**src/rtl/nsa_pkg.sv**
```systemverilog
// Shared types and helpers for the nibble-serial adder.
// Used by nibble_serial_adder_ctrl (optional subtract path: NSA_SUB_EN).
package nsa_pkg;

  typedef enum logic [1:0] {
    IDLE = 2'd0,
    RUN  = 2'd1,
    DONE = 2'd2
  } state_t;

  localparam int NIBBLE_W = 4;

  // Index register width; never narrower than one bit.
  function automatic int idx_w(input int nibbles);
    return ($clog2(nibbles) < 1) ? 1 : $clog2(nibbles);
  endfunction

endpackage

```
**src/rtl/nibble_serial_adder_ctrl_cla4_slice.sv**
```systemverilog
// Combinational 4-bit carry-lookahead adder slice.
// Also exports the carry into bit 3 so the caller can derive signed overflow.
module cla4_slice (
  input  logic [3:0] x,
  input  logic [3:0] y,
  input  logic       cin,
  output logic [3:0] s,
  output logic       cout,
  output logic       c3
);

  logic [3:0] p;
  logic [3:0] g;
  logic [3:0] c;

  assign p = x ^ y;
  assign g = x & y;

  assign c[0] = cin;
  assign c[1] = g[0] | (p[0] & cin);
  assign c[2] = g[1] | (p[1] & g[0]) | (p[1] & p[0] & cin);
  assign c[3] = g[2] | (p[2] & g[1]) | (p[2] & p[1] & g[0])
              | (p[2] & p[1] & p[0] & cin);
  assign cout = g[3] | (p[3] & g[2]) | (p[3] & p[2] & g[1])
              | (p[3] & p[2] & p[1] & g[0]) | (p[3] & p[2] & p[1] & p[0] & cin);

  assign s  = p ^ c;
  assign c3 = c[3];

endmodule

```
**src/rtl/nibble_serial_adder_ctrl.sv**
```systemverilog
// Multi-cycle WIDTH-bit adder sharing one cla4_slice across nibbles, LSB first.
// Define NSA_SUB_EN to add the op_sub port and A - B support.
//
// state | meaning
// IDLE  | waiting for start, result held
// RUN   | one nibble added per cycle, idx selects the nibble
// DONE  | result valid, done pulses; start here begins a new operation
module nibble_serial_adder_ctrl
  import nsa_pkg::*;
#(
  parameter int WIDTH = 32
) (
  input  logic             clk,
  input  logic             rst,
  input  logic             start,
  input  logic [WIDTH-1:0] a,
  input  logic [WIDTH-1:0] b,
  input  logic             cin,
`ifdef NSA_SUB_EN
  input  logic             op_sub,
`endif
  output logic             busy,
  output logic             done,
  output logic [WIDTH-1:0] sum,
  output logic             cout,
  output logic             ovf
);

  localparam int NIBBLES = WIDTH / NIBBLE_W;
  localparam int IW      = idx_w(NIBBLES);
  localparam logic [IW-1:0] IDX_ONE  = IW'(1);
  localparam logic [IW-1:0] IDX_LAST = IW'(NIBBLES - 1);

  state_t             state, state_next;
  logic               accept;
  logic               last;
  logic [WIDTH-1:0]   a_q, b_q;
  logic               carry_q;
  logic [IW-1:0]      idx;
  logic [IW+1:0]      base;
  logic [WIDTH-1:0]   sum_q;
  logic               cout_q, ovf_q;
  logic [3:0]         slice_s;
  logic               slice_co, slice_c3;
  logic [WIDTH-1:0]   b_load;
  logic               carry_load;

`ifdef NSA_SUB_EN
  assign b_load     = op_sub ? ~b : b;
  assign carry_load = op_sub ? 1'b1 : cin;
`else
  assign b_load     = b;
  assign carry_load = cin;
`endif

  assign base = {idx, 2'b00};

  cla4_slice u_slice (
    .x    (a_q[base +: NIBBLE_W]),
    .y    (b_q[base +: NIBBLE_W]),
    .cin  (carry_q),
    .s    (slice_s),
    .cout (slice_co),
    .c3   (slice_c3)
  );

  always_ff @(posedge clk or posedge rst) begin
    if (rst) state <= IDLE;
    else     state <= state_next;
  end

  always_comb begin
    state_next = state;
    accept     = 1'b0;
    last       = 1'b0;
    busy       = 1'b0;
    done       = 1'b0;
    unique case (state)
      IDLE: begin
        if (start) begin
          accept     = 1'b1;
          state_next = RUN;
        end
      end
      RUN: begin
        busy = 1'b1;
        if (idx == IDX_LAST) begin
          last       = 1'b1;
          state_next = DONE;
        end
      end
      DONE: begin
        done = 1'b1;
        if (start) begin
          accept     = 1'b1;
          state_next = RUN;
        end else begin
          state_next = IDLE;
        end
      end
      default: state_next = IDLE;
    endcase
  end

  // Operand capture and per-nibble result write-back
  always_ff @(posedge clk or posedge rst) begin
    if (rst) begin
      a_q     <= '0;
      b_q     <= '0;
      carry_q <= 1'b0;
      idx     <= '0;
      sum_q   <= '0;
      cout_q  <= 1'b0;
      ovf_q   <= 1'b0;
    end else if (accept) begin
      a_q     <= a;
      b_q     <= b_load;
      carry_q <= carry_load;
      idx     <= '0;
      sum_q   <= '0;
      cout_q  <= 1'b0;
      ovf_q   <= 1'b0;
    end else if (state == RUN) begin
      sum_q[base +: NIBBLE_W] <= slice_s;
      carry_q                 <= slice_co;
      idx                     <= idx + IDX_ONE;
      if (last) begin
        cout_q <= slice_co;
        ovf_q  <= slice_c3 ^ slice_co;
      end
    end
  end

  assign sum  = sum_q;
  assign cout = cout_q;
  assign ovf  = ovf_q;

endmodule

```
**config.mk**
```make
export PLATFORM = sky130hd
export DESIGN_NAME = nibble_serial_adder_ctrl
export DESIGN_NICKNAME = d
export VERILOG_FILES = /design/src/rtl/nsa_pkg.sv /design/src/rtl/nibble_serial_adder_ctrl_cla4_slice.sv /design/src/rtl/nibble_serial_adder_ctrl.sv
export SDC_FILE = /design/constraint.sdc
export NUM_CORES = 1
export LEC_CHECK = 0
export BUFFER_PORTS_ARGS = -buffer_cell sky130_fd_sc_hd__buf_2
export CAP_MARGIN = 20
export CORE_UTILIZATION = 35
export DETAILED_ROUTE_END_ITERATION = 8
export GPL_TIMING_DRIVEN = 0
export SYNTH_ARGS = -nofsm -noshare
export SYNTH_HDL_FRONTEND = slang
export SYNTH_SLANG_ARGS = --single-unit
```
**constraint.sdc**
```tcl
create_clock -name clk -period 2.9 [get_ports clk]
set_input_delay 0.29 -clock clk [delete_from_list [all_inputs] [get_ports clk]]
set_output_delay 0.29 -clock clk [all_outputs]
set_load 0.02 [all_outputs]
```
==> impl_metrics.json <==
{
  "status": "complete, no violations",
  "place.port_buffers": 103,
  "syn_nets": 573,
  "drt_iter0_drc": 251,
  "critPathRequiredTime_ns": 3.19,
  "cp_max_fo": 10,
  "yosys_warnings": 0,
  "design_area_sq_um": 6040,
  "reg2reg_to": "sum[10]",
  "crit_chain": "buf_6 > buf_8 > mux4_2 > nand2_1 > nand2_1 > ha_1 > a21o_1 > a21oi_2 > xnor2_1 > a22o_1",
  "start_kind": "register",
  "maxCapViolations": 0,
  "ys_top_cells_by_area": "dfrtp_1 54%, nand2_1 18%, mux4_2 7.5%, ha_1 3.1%, a22o_1 2.2%",
  "die_h_um": 119,
  "die_w_um": 119,
  "cp_slowest_stage_delay_ns": 0.53,
  "crit_path_end": "sum[10]",
  "num_rows": 42,
  "num_vias": 3840,
  "drtPass1Iterations": 4,
  "p_per_area_nw_per_um2": 1350,
  "layout-drive-gt1-share": 0.279,
  "place_hpwl_um": 9150,
  "max-vdd-ir-drop_mv": 0.619,
  "worst_pin_slew_ns": 0.622,
  "netlist_top_cells_count": "228 x nand2_1, 104 x dfrtp_1, 20 x o21ai_0",
  "insertion_delay_ns": 0.36,
  "synth_top_area_cell": "dfrtp_1",
  "pre_cts_slack_ns": -0.349,
  "hold_viol": 0,
  "setup_slack_ns": 0.100,
  "ctsHoldBuffers": 0,
  "r2r_start": "idx[0]",
  "cts_htree_levels": 3,
  "grt_max_degree": 43,
  "gr-total-overflow": 0,
  "crit_type": "reg2reg",
  "setup_viol": 0,
  "synth_enable_flop_cells": 0,
  "synth_most_common_cell": "nand2_1",
  "ys_async_sr_fraction": 1.00,
  "syn_area_per_cell_sq_um": 9.79,
  "seq_area_frac_synth": 0.541,
  "post_drt_wl_per_cell_um": 15.3,
  "nets": 692,
  "vias_per_cell": 4.85,
  "fin_crit_sh": 0.965,
  "placed_area_sq_um": 5590,
  "cp-end-kind": "register",
  "root_buffer": "clkbuf_16",
  "drcViolationCount": 0,
  "cpMostUsedCell": "nand2_1",
  "dieArea_sq_um": 14200,
  "max_freq_ghz": 0.357,
  "slowest_stage": "mux4_2",
  "cts_tree": "built",
  "ys.flop_type": "dfrtp_1",
  "relSlewSlack": 0.584,
  "startpoint": "idx[0]",
  "core-area_sq_um": 13300,
  "clock-sinks": 104,
  "globalplace.congestion": 0.816,
  "n_antenna_cell": 0,
  "ant_nets": 0,
  "ys_types": 39,
  "ys_seq_elements": 104,
  "arrival_ns": 3.09,
  "numCtsBuffers": 9,
  "antenna_found_initial": 0,
  "r2r_cells": 10,
  "start_util": 0.361,
  "ios": 104,
  "clockBufferDepth": 2,
  "period_needed_ns": 2.80,
  "wl_um": 12100,
  "grt_pass1_wl_um": 19800,
  "synth_area_sq_um": 4810,
  "syn_inst": 492,
  "grt_pass1_vias": 3893,
  "grtUsageTotal": 0.184,
  "clk_pin_slew_ns": 0.07,
  "slew_viol_final": 0,
  "r2r_slack_ns": 0.10,
  "yosysTopAreaCellShare": 0.541,
  "skew_ns": 0.00853,
  "power.leakage_nw": 3.16,
  "min_path_type": "in2async",
  "syn_to_final_growth_pct": 25.4
}
## critical path, delay by kind of cell (launching register included)
| family | cells | cell delay [ns] |
|---|---|---|
| buffers and inverters | 2 | 0.34 |
| and+or+nand+nor | 2 | 0.22 |
| muxes | 1 | 0.53 |
| xor gates and xnor gates | 1 | 0.27 |
| adders and majority gates | 1 | 0.37 |
| DFF | 1 | 0.39 |
| AOI/OAI and AO/OA | 3 | 0.62 |
## how the worst min path moves through the flow
stage / startpoint / endpoint / slack, ns / cells past startpoint
final: rst / sum[6] / 0.01 / 2
after floorplan: a[0] / a_q[0] / 0.40 / 2
after global routing: rst / sum[1] / 0.04 / 2
after detailed placement: rst / sum[6] / 0.40 / 2
after global placement: b_q[27] / b_q[27] / 0.45 / 2
after CTS: rst / sum[1] / 0.03 / 2
## flip-flops by register name (all words and copies together), names as in the netlist
| signal | cells |
|---|---|
| state | 2 |
| carry_q | 1 |
| idx | 3 |
| cout | 1 |
| ovf | 1 |
| a_q | 32 |
| b_q | 32 |
| sum | 32 |
## area by class of cell
class,instances,area (sq um)
Inverter,9,41.3
Multi-Input combinational cell,355,2110
Clock buffer,12,256
Timing Repair Buffer,108,578
Tap cell,176,220
Clock inverter,4,76.3
Buffer,24,154
Sequential cell,104,2600
Fill cell,1310,7310
## metrics by stage
stage                     power [W]  setup TNS, ns  instances   util  hold WS, ns
after floorplan             0.00518              0        492      -        0.395
after global placement      0.00628          -3.06        771  0.416        0.451
after detailed placement    0.00640          -3.82        773  0.419        0.396
after CTS                   0.00800       -0.00276        790  0.448       0.0286
after global routing        0.00873        -0.0160        792  0.452       0.0436
final                       0.00815              0        792  0.452       0.0114
## logic make-up (layout without fill, tap and decap cells)
group / Yosys count / count (layout) / synth area share
and+or+nand+nor: 267 / 267 / 0.231
DFF: 104 / 104 / 0.541
AOI/OAI and AO/OA: 52 / 52 / 0.0741
buffers and inverters: 33 / 157 / 0.0314
muxes: 17 / 17 / 0.0769
adders and majority gates: 13 / 13 / 0.0353
xor gates and xnor gates: 6 / 6 / 0.0109
## layer usage
| layer | part of all wire | routed length [um] | GRT usage |
|---|---|---|---|
| met3 | 0.047 | 575 | 0.0455 |
| met5 | 0 | 0 | 0 |
| met4 | 0.017 | 205 | 0.0459 |
| met1 | 0.46 | 5580 | 0.245 |
| met2 | 0.48 | 5760 | 0.299 |
## report_power, final
group | internal, W | switching, W
logic | 0.00174 | 0.00261
clock network | 0.000805 | 0.000538
registers | 0.00209 | 0.000368
## cell usage in the layout (no fill, tap or decap), drive strengths merged, types with 2 or more instances in the layout
cell	n
nand2	228
buf	121
dfrtp	104
clkbuf	23
o21ai	21
nand3	16
mux4	16
a22o	12
ha	12
inv	7
a21oi	5
nand4	5
nor2b	4
nor2	4
o31ai	4
xnor2	4
nand2b	3
nor3	3
a31oi	3
clkinvlp	3
a41oi	2
a32o	2
bufinv	2
or3	2
xor2	2
## what timing repair did
item,in CTS,in global routing
pin swaps,1,2
resized for setup,11,11
endpoints found under the setup margin,24,18
setup buffers,1,2
Power figures use the tool's default switching activity.
